## src/rtl/pwm_multi_ch.sv

```systemverilog
// N-channel PWM generator with prescaler, programmable period, edge/center modes
// and shadowed duty registers. Optional output polarity: define PWM_POLARITY_EN.
module pwm_multi_ch #(
    parameter int NCH     = 3,
    parameter int WIDTH   = 8,
    parameter int PRESC_W = 8,
    parameter int CH_W    = (NCH > 1) ? $clog2(NCH) : 1
) (
    input  logic                 clk,
    input  logic                 rst,
    input  logic                 en,
    input  logic                 mode,
    input  logic [PRESC_W-1:0]   presc,
    input  logic [WIDTH-1:0]     period,
    input  logic                 wr,
    input  logic [CH_W-1:0]      wr_ch,
    input  logic [WIDTH-1:0]     wr_val,
`ifdef PWM_POLARITY_EN
    input  logic [NCH-1:0]       pol,
`endif
    output logic [NCH-1:0]       pwm,
    output logic [WIDTH-1:0]     count_out,
    output logic [NCH*WIDTH-1:0] duty_flat,
    output logic [NCH-1:0]       pending,
    output logic                 period_tick
);

    // Counter direction is the only sequencing state; count_out exposes the rest.
    typedef enum logic {
        DIR_UP   = 1'b0,
        DIR_DOWN = 1'b1
    } dir_t;

    logic [PRESC_W-1:0] pc;
    logic [WIDTH-1:0]   cnt;
    logic [WIDTH-1:0]   period_act;
    logic               mode_act;
    dir_t               dir;
    logic [WIDTH-1:0]   shadow [NCH];
    logic [WIDTH-1:0]   active [NCH];
`ifdef PWM_POLARITY_EN
    logic [NCH-1:0]     pol_act;
`endif

    logic               tick;
    logic               at_end;
    logic               boundary;
    logic               reload;
    logic [NCH-1:0]     wr_mask;
    logic [NCH-1:0]     cmp;

    // Write port: wr is a single-cycle strobe with no ready; the block always
    // accepts it, and an out-of-range wr_ch matches no channel and is dropped.
    always_comb begin
        tick = en && (pc == presc);
        if (!mode_act) begin
            at_end = (cnt == period_act);
        end else begin
            // P==1 turns around at cnt==1 while still going up.
            at_end = (period_act == '0) ||
                     ((cnt == WIDTH'(1)) && ((dir == DIR_DOWN) || (period_act == WIDTH'(1))));
        end
        boundary = tick && at_end;
        reload   = boundary || !en;
        wr_mask  = '0;
        cmp      = '0;
        for (int i = 0; i < NCH; i++) begin
            wr_mask[i] = wr && (wr_ch == CH_W'(i));
            cmp[i]     = (cnt < active[i]);
        end
    end

    always_ff @(posedge clk or negedge rst) begin
        if (!rst) begin
            pc          <= '0;
            cnt         <= '0;
            dir         <= DIR_UP;
            period_tick <= 1'b0;
        end else if (!en) begin
            pc          <= '0;
            cnt         <= '0;
            dir         <= DIR_UP;
            period_tick <= 1'b0;
        end else begin
            period_tick <= boundary;
            if (tick) begin
                pc <= '0;
                if (boundary) begin
                    cnt <= '0;
                    dir <= DIR_UP;
                end else if (!mode_act) begin
                    cnt <= cnt + WIDTH'(1);
                end else if (dir == DIR_UP) begin
                    if (cnt == period_act) begin
                        dir <= DIR_DOWN;
                        cnt <= cnt - WIDTH'(1);
                    end else begin
                        cnt <= cnt + WIDTH'(1);
                    end
                end else begin
                    cnt <= cnt - WIDTH'(1);
                end
            end else begin
                pc <= pc + PRESC_W'(1);
            end
        end
    end

    // A write landing on a reload cycle keeps its pending bit: active takes the old shadow.
    always_ff @(posedge clk or negedge rst) begin
        if (!rst) begin
            for (int i = 0; i < NCH; i++) begin
                shadow[i] <= '0;
                active[i] <= '0;
            end
            pending    <= '0;
            period_act <= '0;
            mode_act   <= 1'b0;
        end else begin
            for (int i = 0; i < NCH; i++) begin
                if (wr_mask[i]) shadow[i] <= wr_val;
                if (reload)     active[i] <= shadow[i];
            end
            pending <= (reload ? '0 : pending) | wr_mask;
            if (reload) begin
                period_act <= period;
                mode_act   <= mode;
            end
        end
    end

`ifdef PWM_POLARITY_EN
    always_ff @(posedge clk or negedge rst) begin
        if (!rst) begin
            pol_act <= '0;
            pwm     <= '0;
        end else begin
            if (reload) pol_act <= pol;
            pwm <= en ? (cmp ^ pol_act) : pol_act;
        end
    end
`else
    always_ff @(posedge clk or negedge rst) begin
        if (!rst) begin
            pwm <= '0;
        end else begin
            pwm <= en ? cmp : '0;
        end
    end
`endif

    always_comb begin
        count_out = cnt;
        duty_flat = '0;
        for (int i = 0; i < NCH; i++) begin
            duty_flat[i*WIDTH +: WIDTH] = active[i];
        end
    end

endmodule

```

## config.mk

```make
export PLATFORM = sky130hd
export DESIGN_NAME = pwm_multi_ch
export DESIGN_NICKNAME = d
export VERILOG_FILES = /design/src/rtl/pwm_multi_ch.sv
export SDC_FILE = /design/constraint.sdc
export NUM_CORES = 1
export LEC_CHECK = 0
export ABC_AREA = 1
export CAP_MARGIN = 30
export CORE_ASPECT_RATIO = 2
export CORE_MARGIN = 2
export CORE_UTILIZATION = 45
export DETAILED_ROUTE_END_ITERATION = 6
export HOLD_SLACK_MARGIN = 0.02
export PLACE_DENSITY_LB_ADDON = 0.3
export SLEW_MARGIN = 20
export SYNTH_ARGS = -nofsm -noshare
export SYNTH_HDL_FRONTEND = slang
export SYNTH_SLANG_ARGS = --single-unit
```

## constraint.sdc

```tcl
create_clock -name clk -period 3.2 [get_ports clk]
set_clock_uncertainty 0.05 [all_clocks]
set_input_delay 0.64 -clock clk [delete_from_list [all_inputs] [get_ports clk]]
set_output_delay 0.64 -clock clk [all_outputs]
set_load 0.03 [all_outputs]
```

==> flow_summary.rst <==
.. list-table::
   :header-rows: 1

   * - Metric
     - Value
   * - Post-synthesis register bit count
     - 81
   * - Worst-skew pair later-pin latency
     - 340 ps
   * - Post-route ant nets
     - 0
   * - Detailed-route DRC error count
     - 0
   * - Total congestion overflow
     - 0
   * - Type of element capturing the critical path
     - output port
   * - Count of endpoints failing setup in the final report
     - 0
   * - Clock buffer count from CTS
     - 9
   * - Shortest clock period the worst path allows after layout
     - approximately 2500 ps
   * - Crit path buf inv count
     - 1
   * - Number of warnings reported in the yosys synthesis log
     - 0
   * - Post-synthesis average cell area
     - about 8.5 µm²
   * - Initial core utilization
     - 46.1%
   * - DP Wirelength
     - between 7 and 8 mm
   * - Commonest non-fill, non-tap cell in the layout
     - sky130_fd_sc_hd__nand2_1
   * - Overall power after layout
     - 2.86 mW
   * - Number of antenna cells inserted
     - 0
   * - Commonest non-fill, non-tap cells in the layout
     - sky130_fd_sc_hd__nand2_1 (136), sky130_fd_sc_hd__dfrtp_1 (81), sky130_fd_sc_hd__clkdlybuf4s50_1 (68), sky130_fd_sc_hd__inv_1 (57), sky130_fd_sc_hd__nand3_1 (41)
   * - Reg2Reg Launch Point
     - count_out[1]$_DFFE_PN0P_
   * - Synth cell types
     - 31
   * - Cts hold-fix bufs
     - 0
   * - Slack of the worst reg-to-reg path
     - 860 ps
   * - WP data arrival
     - between 1500 and 2000 ps
   * - WL final
     - 10.1 mm
   * - Capture instance of the worst register-to-register path
     - period_act[6]$_DFFE_PN0P_
   * - Proportion of layout cells with a drive suffix above 1
     - 5.86%
   * - Crit path kind
     - flip-flop to output port
   * - Initial drt markers
     - between 150 and 200
   * - H-tree depth
     - 3
   * - Post-place instance area
     - about 5000 µm²
   * - Max Root-Sink Buffers
     - 2
   * - Pins over their slew limit
     - 0
   * - Routed vias/inst
     - 5.21
   * - Sequence of cells on the critical path
     - clkdlybuf4s50_1
   * - Count of max-cap constraint violations
     - 0
   * - Sequential cell area fraction in the yosys report
     - 48.8%
   * - FMAX
     - approximately 0.40 GHz
   * - Relative slew margins
     - 63.7%
   * - Sequential power share
     - 42.8%
   * - Buffer cell driving the clock tree root
     - sky130_fd_sc_hd__clkbuf_16
   * - RD Place Congestion
     - roughly 0.88
   * - Number of antenna violations at the first check in global routing
     - 0
   * - Number of enable-type register cells in the synthesized netlist
     - 0
   * - Maximum cell stage delay along the critical path
     - 780 ps
   * - Main flop type after synthesis
     - sky130_fd_sc_hd__dfrtp_1
   * - Power density normalized to cell area
     - 545 nW/µm²
   * - HP Class
     - primary input to asynchronous set/reset pin
   * - DIE HEIGHT
     - 140 µm
   * - R2r worst-path depth
     - 11
   * - First-pass GRT wire length
     - 16.7 mm
   * - Cell type with the largest total area after synthesis
     - sky130_fd_sc_hd__dfrtp_1
   * - Drt pass-1 iters
     - 4
   * - I/O Buffers
     - 69
   * - Overall global routing resource usage
     - 21.7%
   * - Cell count after synthesis
     - roughly 490
   * - Part of the power in combinational logic
     - 19.9%
   * - Outcome
     - finished clean
   * - Endpoint required time on the critical path
     - roughly 2500 ps
   * - Static leakage
     - 2.58 nW
   * - Total negative slack for setup checks
     - 0 ps
   * - Final Net Count
     - between 600 and 700
   * - Cell types occupying the most area after synthesis
     - sky130_fd_sc_hd__dfrtp_1 (49%), sky130_fd_sc_hd__nand2_1 (12%), sky130_fd_sc_hd__ha_1 (7.5%)
   * - Portion of synthesized cell area occupied by the leading cell type
     - a little under 50%
   * - Clock transition time at the flip-flop clock pins of the worst setup and hold paths
     - 60 ps
   * - Crit-path max FO
     - 12
   * - Overall via count from detail_route
     - 3,465
   * - Dominant delay contributor by cell family on the critical path
     - buffers and inverters
   * - Setup Fix Bufs, Post-CTS
     - 0
   * - NetSw
     - 814 µW
   * - Slew @ Worst Pin
     - 543 ps
   * - Clock Sinks
     - 81
   * - Routed wire length per instance
     - approximately 15 µm
   * - Area enclosed by the die boundary
     - 10,100 µm²
   * - Internal power summed over all cells
     - roughly 2.0 mW
   * - TritonCTS clock tree
     - done
   * - Final hold violation count
     - 0
   * - Vias in the first global route
     - approximately 3,600
   * - VDD IR max
     - 0.361 mV
   * - Die Width
     - 72.0 µm
   * - Clk network pwr share
     - 37.3%
   * - Largest net degree at the start of global routing
     - 53
   * - Core outline area
     - 9010 µm²
   * - Synth async-reset ratio
     - 100%
   * - Ports
     - 70
   * - Sw Ratio
     - 28.5%
   * - Post-Syn Area
     - 4160 µm²
   * - Syn Nets
     - 543
   * - Std cell rows
     - 49
   * - Cell with the biggest individual delay on the critical path
     - sky130_fd_sc_hd__clkdlybuf4s50_1
   * - Number of gates resized after CTS
     - 0
   * - Layout-stage area growth over the synthesis result
     - 26.3%
   * - CP startpoint kind
     - flip-flop
   * - Setup repair after global routing missed its margin
     - false
   * - Portion of the clock cycle consumed by the worst path in the final layout
     - 77.8%
   * - Area of all placed cells without fillers
     - between 5000 and 6000 µm²
cells in the mapped netlist, drive strengths merged (3+ instances only):
library cell / number
a211o: 3
a21boi: 4
a21oi: 11
a31oi: 3
buf: 10
clkbuf: 4
dfrtp: 81
ha: 25
inv: 58
nand2: 141
nand3: 42
nor2: 21
nor3: 3
o211ai: 3
o21ai: 58
xnor2: 13
power groups by stage:
stage	sequential (mW)	clock (mW)	combinational, mW
after floorplan	1.33	0	0.220
after global placement	1.24	0	0.550
after detailed placement	1.24	0	0.571
after CTS	1.22	1.08	0.576
after global routing	1.24	1.12	0.628
final	1.22	1.07	0.568
state kept, by name, summed over array words and instances (netlist names):
name,cells
period_tick,1
mode_act,1
shadow,24
pc,8
pwm,3
pending,3
period_act,8
count_out,8
duty_flat,24
dir,1
layer usage:
layer  GRT usage, %  share of wire (%)  wire length [µm]
met4           13.5                3.9               392
met2           40.0                 57              5760
met1           22.6                 36              3610
met5              0                  0                 0
met3           2.37                3.1               309
logic make-up after synthesis:
family / share of synthesized area (%)
AOI/OAI and AO/OA: 10.9
xor gates and xnor gates: 3.16
adders and majority gates: 7.53
buffers and inverters: 7.98
DFF: 48.8
and+or+nand+nor: 21.6
through the flow:
stage                     setup WS [ps]  hold slack [ps]  instances  util, %
after floorplan                    1380              294        487        -
after global placement              572              413        648     54.4
after detailed placement            467              420        649     54.7
after CTS                           695              194        665     58.2
after global routing                622              225        665     58.2
final                               712              188        665     58.2
worst max path at each step:
stage	cells after the start	startpoint	to
floorplan	11	count_out[1]$_DFFE_PN0P_	duty_flat[23]$_DFFE_PN0P_
global placement	11	presc[7]	period_act[5]$_DFFE_PN0P_
detailed placement	11	presc[6]	period_act[6]$_DFFE_PN0P_
CTS	1	count_out[2]$_DFFE_PN0P_	count_out[2]
global route	11	count_out[1]$_DFFE_PN0P_	period_act[7]$_DFFE_PN0P_
finish	1	count_out[2]$_DFFE_PN0P_	count_out[2]
cell type report:
cell class                 instances  area (µm²)
clock buffer                      12         267
clock inverter                     4        50.0
fill                             815        3760
inverter                          59         221
multi-input combinational        333        1800
sequential                        81        2030
tap                              102         128
timing repair buffer              74         758
No activity file was read; power rests on OpenSTA's default activity.
